[config.mk]
export PLATFORM = sky130hd
export DESIGN_NAME = fsk_packet_mod
export DESIGN_NICKNAME = d
export VERILOG_FILES = /design/src/rtl/fsk_packet_mod.sv
export SDC_FILE = /design/constraint.sdc
export NUM_CORES = 1
export LEC_CHECK = 0
export BUFFER_PORTS_ARGS = -buffer_cell sky130_fd_sc_hd__buf_2
export CAP_MARGIN = 25
export CORE_ASPECT_RATIO = 1.75
export CORE_UTILIZATION = 40
export CTS_CLUSTER_DIAMETER = 100
export CTS_CLUSTER_SIZE = 14
export DETAILED_ROUTE_END_ITERATION = 12
export PLACE_DENSITY = 0.69
export REMOVE_ABC_BUFFERS = 1
export SKIP_LAST_GASP = 1
export SLEW_MARGIN = 20
export SYNTH_ARGS = -nofsm -noshare
export SYNTH_HDL_FRONTEND = slang
export SYNTH_SLANG_ARGS = --single-unit
[constraint.sdc]
create_clock -name clk_in -period 2.1 [get_ports clk_in]
set_input_delay 0.315 -clock clk_in [delete_from_list [all_inputs] [get_ports clk_in]]
set_output_delay 0.315 -clock clk_in [all_outputs]
set_load 0.03 [all_outputs]
[src/rtl/fsk_packet_mod.sv]
`default_nettype none
// +--------------------------------------------------------------------+
// | fsk_packet_mod : preamble/sync/payload packetiser, binary-FSK out   |
// | Rev 1.0                                                            |
// +--------------------------------------------------------------------+
module fsk_packet_mod #(
  parameter int unsigned BIT_CYCLES     = 12000,
  parameter int unsigned PREAMBLE_BYTES = 2,
  parameter logic [7:0]  SYNC_WORD      = 8'hD3,
  parameter int unsigned GAP_BITS       = 4
) (
  input  logic       clk_in,
  input  logic       rst_n_in,
  input  logic       cw_0_in,
  input  logic       cw_1_in,
  input  logic [7:0] tx_data,
  input  logic       tx_valid,
  input  logic       tx_last,
  output logic       tx_ready,
  output logic       rf_out,
  output logic       busy,
  output logic       bit_strobe,
  output logic       underrun
);

  localparam int CNT_W = $clog2(BIT_CYCLES);
  localparam int PRE_W = $clog2(PREAMBLE_BYTES + 1);
  localparam int GAP_W = $clog2(GAP_BITS + 1);
  localparam logic [CNT_W-1:0] CNT_MAX  = CNT_W'(BIT_CYCLES - 1);
  localparam logic [PRE_W-1:0] PRE_LAST = PRE_W'(PREAMBLE_BYTES - 1);
  localparam logic [GAP_W-1:0] GAP_LAST = GAP_W'(GAP_BITS - 1);

  typedef enum logic [2:0] {
    ST_IDLE     = 3'd0,
    ST_PREAMBLE = 3'd1,
    ST_SYNC     = 3'd2,
    ST_PAYLOAD  = 3'd3,
    ST_GAP      = 3'd4
  } state_t;

  state_t           state_q, state_d;
  logic [CNT_W-1:0] cnt_q, cnt_d;
  logic [2:0]       bit_idx_q, bit_idx_d;
  logic [PRE_W-1:0] byte_cnt_q, byte_cnt_d;
  logic [GAP_W-1:0] gap_cnt_q, gap_cnt_d;
  logic [7:0]       shift_q, shift_d;
  logic             cur_last_q, cur_last_d;
  logic             hold_full_q, hold_full_d;
  logic [7:0]       hold_data_q, hold_data_d;
  logic             hold_last_q, hold_last_d;
  logic             alive_q;
  logic             cw0_meta_q, cw0_sync_q, cw1_meta_q, cw1_sync_q;
  logic             rf_q, rf_d;

  logic             strobe;
  logic             byte_end;
  logic             sending;
  logic             load_hold;
  logic             accept;

  assign strobe     = (cnt_q == CNT_MAX);
  assign byte_end   = strobe && (bit_idx_q == 3'd7);
  assign sending    = (state_q == ST_PREAMBLE) || (state_q == ST_SYNC) ||
                      (state_q == ST_PAYLOAD);
  // alive_q keeps tx_ready low until the first clock after reset release
  assign tx_ready   = alive_q && !hold_full_q;
  assign accept     = tx_valid && tx_ready;
  assign busy       = (state_q != ST_IDLE);
  assign bit_strobe = strobe;
  assign rf_out     = rf_q;

  always_comb begin
    state_d    = state_q;
    cnt_d      = cnt_q;
    bit_idx_d  = bit_idx_q;
    byte_cnt_d = byte_cnt_q;
    gap_cnt_d  = gap_cnt_q;
    shift_d    = shift_q;
    cur_last_d = cur_last_q;
    load_hold  = 1'b0;
    underrun   = 1'b0;

    if (state_q != ST_IDLE) begin
      cnt_d = strobe ? '0 : cnt_q + 1'b1;
    end
    if (sending && strobe) begin
      shift_d   = {shift_q[6:0], 1'b0};
      bit_idx_d = bit_idx_q + 3'd1;
    end

    case (state_q)
      ST_IDLE: begin
        cnt_d      = '0;
        bit_idx_d  = 3'd0;
        byte_cnt_d = '0;
        gap_cnt_d  = '0;
        shift_d    = 8'hAA;
        if (hold_full_q) state_d = ST_PREAMBLE;
      end
      ST_PREAMBLE: begin
        if (byte_end) begin
          if (byte_cnt_q == PRE_LAST) begin
            shift_d    = SYNC_WORD;
            byte_cnt_d = '0;
            state_d    = ST_SYNC;
          end else begin
            shift_d    = 8'hAA;
            byte_cnt_d = byte_cnt_q + 1'b1;
          end
        end
      end
      ST_SYNC: begin
        if (byte_end) begin
          shift_d    = hold_data_q;
          cur_last_d = hold_last_q;
          load_hold  = 1'b1;
          state_d    = ST_PAYLOAD;
        end
      end
      ST_PAYLOAD: begin
        if (byte_end) begin
          if (cur_last_q) begin
            state_d = ST_GAP;
          end else if (hold_full_q) begin
            shift_d    = hold_data_q;
            cur_last_d = hold_last_q;
            load_hold  = 1'b1;
          end else begin
            underrun = 1'b1;
            state_d  = ST_GAP;
          end
        end
      end
      ST_GAP: begin
        if (strobe) begin
          if (gap_cnt_q == GAP_LAST) begin
            gap_cnt_d = '0;
            state_d   = ST_IDLE;
          end else begin
            gap_cnt_d = gap_cnt_q + 1'b1;
          end
        end
      end
      default: state_d = ST_IDLE;
    endcase
  end

  // A load frees the buffer; a handshake can only land while it is already empty
  always_comb begin
    hold_full_d = hold_full_q;
    hold_data_d = hold_data_q;
    hold_last_d = hold_last_q;
    if (load_hold) hold_full_d = 1'b0;
    if (accept) begin
      hold_full_d = 1'b1;
      hold_data_d = tx_data;
      hold_last_d = tx_last;
    end
  end

  always_comb begin
    rf_d = 1'b0;
    if (sending) rf_d = shift_q[7] ? cw1_sync_q : cw0_sync_q;
  end

  always_ff @(posedge clk_in or negedge rst_n_in) begin
    if (!rst_n_in) begin
      state_q     <= ST_IDLE;
      cnt_q       <= '0;
      bit_idx_q   <= 3'd0;
      byte_cnt_q  <= '0;
      gap_cnt_q   <= '0;
      shift_q     <= 8'h00;
      cur_last_q  <= 1'b0;
      hold_full_q <= 1'b0;
      hold_data_q <= 8'h00;
      hold_last_q <= 1'b0;
      alive_q     <= 1'b0;
      cw0_meta_q  <= 1'b0;
      cw0_sync_q  <= 1'b0;
      cw1_meta_q  <= 1'b0;
      cw1_sync_q  <= 1'b0;
      rf_q        <= 1'b0;
    end else begin
      state_q     <= state_d;
      cnt_q       <= cnt_d;
      bit_idx_q   <= bit_idx_d;
      byte_cnt_q  <= byte_cnt_d;
      gap_cnt_q   <= gap_cnt_d;
      shift_q     <= shift_d;
      cur_last_q  <= cur_last_d;
      hold_full_q <= hold_full_d;
      hold_data_q <= hold_data_d;
      hold_last_q <= hold_last_d;
      alive_q     <= 1'b1;
      cw0_meta_q  <= cw_0_in;
      cw0_sync_q  <= cw0_meta_q;
      cw1_meta_q  <= cw_1_in;
      cw1_sync_q  <= cw1_meta_q;
      rf_q        <= rf_d;
    end
  end

endmodule
`default_nettype wire

==> metrics.csv <==
stage;metric;value;unit
drt;antenna_left;0;
sta;rsz0062_at_grt;true;
global_route;grt_use_total;18.1;%
synth;yosysTopAreaCellShare;53.0;%
sta;min_period_over_period;114;%
status;status;finished with violations;
critical_path;cp.arrival;2.08;ns
clocking;cts_buffer_depth;2;
drt;vias_per_cell;5.32;
synth;synth_cell_type_count;42;
final_layout;antennaDiodeCount;0;
final_layout;fin_area;3020;um2
synth;ys_seq_elements;50;
final_layout;drive_above_1_share;32.8;%
synth;synthArstFlopShare;100;%
critical_path;worst_r2r_endpoint;shift_q[7];
placement;pre_cts_ws;-0.234;ns
clocking;cts_sinks;50;
synth;yosys_warnings;0;
clocking;clock-root-buffer;clkbuf_8;
sta;relSlewSlack;53.7;%
drt;drt-pass1-iter-count;4;
synth;synth_edf_count;0;
placement;port_buffers;18;
final_layout;post-route-util;53.7;%
power;powerDensity;552;nW/um2
synth;synth-simple-area-share;16.2;%
clocking;cts_tree;yes;
sta;max_freq;418;MHz
die;initial_utilization;41.9;%
drt;vias;1846;
sta;setup_slack;-0.292;ns
clocking;path_clk_slew;0.09;ns
critical_path;crit_path_end_kind;primary output;
clocking;htreeDepth;2;
synth;synth_common_cells;50 x dfrtp_1, 22 x nor2_1, 19 x nand2_1;
global_route;grt_pass1_vias;1945;
final_layout;nets;288;
sta;fin_tns_setup;-3.23;ns
sta;hold_viol;0;
critical_path;path_class;reg -> out;
placement;dp.final_hpwl;3.56;mm
die;num_rows;36;
placement;place.gp.congestion;0.892;
drt;remaining_drc_errors;0;
clocking;clock_latency;0.30;ns
final_layout;area_growth;28.2;%
synth;yosysMostFrequentCell;dfrtp_1;
global_route;grt_pass1_wl;8.56;mm
power;peakVddDrop;357;uV
synth;yosys-top-cells-area;dfrtp_1 53%, mux2_2 4.3%, mux2i_1 4.2%;
status;violations;setup timing;
global_route;grt-ovfl-total;0;
clocking;numCtsBuffers;5;
global_route;grt_start_max_net_pins;27;
critical_path;required;1.78;ns
synth;synth_flop_cell;dfrtp_1;
sta;min_period;2.39;ns
die;die_area;6220;um2
synth;synthAdderAreaFrac;2.12;%
synth;synth_cells;226;
die;die_h;104;um
critical_path;r2r_start;cnt_q[12];
synth;synth_compound_area_share;12.1;%
worst_hold_path;hp-class;in -> async;
placement;place_area;2700;um2
die;core;5630;um2
critical_path;critPathLaunchType;flop;
critical_path;ff2ff_setup_slack;-0.28;ns
synth;synthXorXnorAreaFrac;4.83;%
global_route;antenna_found_initial;0;
drt;drt-wirelength-per-cell;14.4;um
drt;drt_iter0_markers;111;
sta;finalSetupViolCount;24;
synth;seq_area_frac_synth;53.0;%
die;die_w;60.1;um
power;power;1.67;mW
drt;totalWireLength;4.99;mm
sta;tightest_slew;0.688;ns
synth;synth_mux_area_share;8.54;%
synth;synth_top_family_by_area;simple AND/OR/NAND/NOR gates;
power;p_leak;1.37;nW
critical_path;rr_worst_depth;7;
run;max-cap-violations;0;
sta;finalMaxSlewViolations;0;
die;pin_count;19;
synth;synth_area_per_cell;10.4;um2
sta;clock_skew;0.00531;ns
synth;yosysTopAreaCell;dfrtp_1;
synth;synth.cell_area;2360;um2
critical_path;worstPathMaxFanout;3;
==> timing repair <==
item / in CTS / in global routing
endpoints found under the setup margin: 29 / 32
cloned: 1 / 0
hold buffers: 0 / 0
gates resized for setup: 19 / 30
setup buffers: 3 / 2
pin swaps: 6 / 15
==> worst max-delay path by stage <==
stage / from / end / slack, ns / cells past startpoint
final: cnt_q[12] / bit_strobe / -0.29 / 5
after global placement: cnt_q[8] / underrun / -0.16 / 6
after floorplan: cnt_q[8] / underrun / -1.11 / 4
after detailed placement: cnt_q[8] / shift_q[7] / -0.23 / 5
after global routing: cnt_q[0] / shift_q[7] / -0.35 / 7
after CTS: cnt_q[12] / bit_strobe / -0.28 / 5
==> worst max-delay path, cell delays in order, from the launching register on <==
cell     delay [ns]
dfrtp_1        0.39
or4b_4         0.57
or4_4          0.52
buf_6          0.15
inv_4          0.05
buf_6          0.12
==> layout by cell type (no fill, tap or decap), types with 2 or more instances in the layout <==
master / instances
nor2_4: 8
o21ai_0: 9
o21ai_1: 6
and3_1: 3
a22oi_1: 2
o22ai_1: 2
mux2_2: 9
or2_2: 2
a211oi_1: 2
nand2_1: 18
xor2_1: 8
ha_1: 4
nor3_1: 4
buf_12: 3
o21a_1: 3
buf_4: 21
dfrtp_1: 50
nor2_2: 3
xnor2_1: 5
nor2b_1: 3
inv_1: 6
mux2i_1: 10
buf_6: 6
buf_2: 16
a21oi_1: 11
a21oi_2: 3
nand3_1: 10
nor2_1: 11
clkbuf_8: 5
==> through the flow <==
| stage | std cells | hold WS, ns |
|---|---|---|
| global placement | 334 | 0.332 |
| floorplan | 217 | 0.0194 |
| CTS | 345 | 0.0269 |
| detailed placement | 334 | 0.336 |
| global route | 347 | 0.0554 |
| finish | 347 | 0.00609 |
==> sequential cells by signal (all words and copies together), names as in the netlist, 2 cells and up <==
| signal | count |
|---|---|
| shift_q | 8 |
| byte_cnt_q | 2 |
| gap_cnt_q | 3 |
| cnt_q | 14 |
| state_q | 3 |
| bit_idx_q | 3 |
| hold_data_q | 8 |
==> power by group <==
group	switching, mW	internal [mW]	total (mW)	leakage, nW
logic	0.0241	0.0137	0.0378	0.675
registers	0.00116	0.968	0.969	0.644
clock network	0.306	0.355	0.662	0.0514
==> cell type report <==
| cell class | count | area, um2 |
|---|---|---|
| Fill cell | 499 | 2610 |
| Sequential cell | 50 | 1250 |
| Multi-Input combinational cell | 160 | 1170 |
| Timing Repair Buffer | 46 | 365 |
| Tap cell | 76 | 95.1 |
| Clock buffer | 6 | 72.6 |
| Clock inverter | 2 | 37.5 |
| Inverter | 7 | 28.8 |
==> cells by family after synthesis <==
family	count (synthesis)
and+or+nand+nor	77
DFF	50
AOI/OAI and AO/OA	46
muxes	19
buffers and inverters	16
xor gates and xnor gates	13
adders and majority gates	4
other	1
==> per-layer routing <==
| layer | wire length, um | vias to the layer above | share of wire (%) | global-route usage, % |
|---|---|---|---|---|
| li1 | - | 885 | - | - |
| met1 | 1930 | 909 | 39 | 19.7 |
| met2 | 2780 | 38 | 56 | 31.3 |
| met3 | 119 | 14 | 2.4 | 2.87 |
| met4 | 170 | 0 | 3.4 | 10.6 |
| met5 | 0 | - | 0 | 0 |
Power figures use the tool's default switching activity.
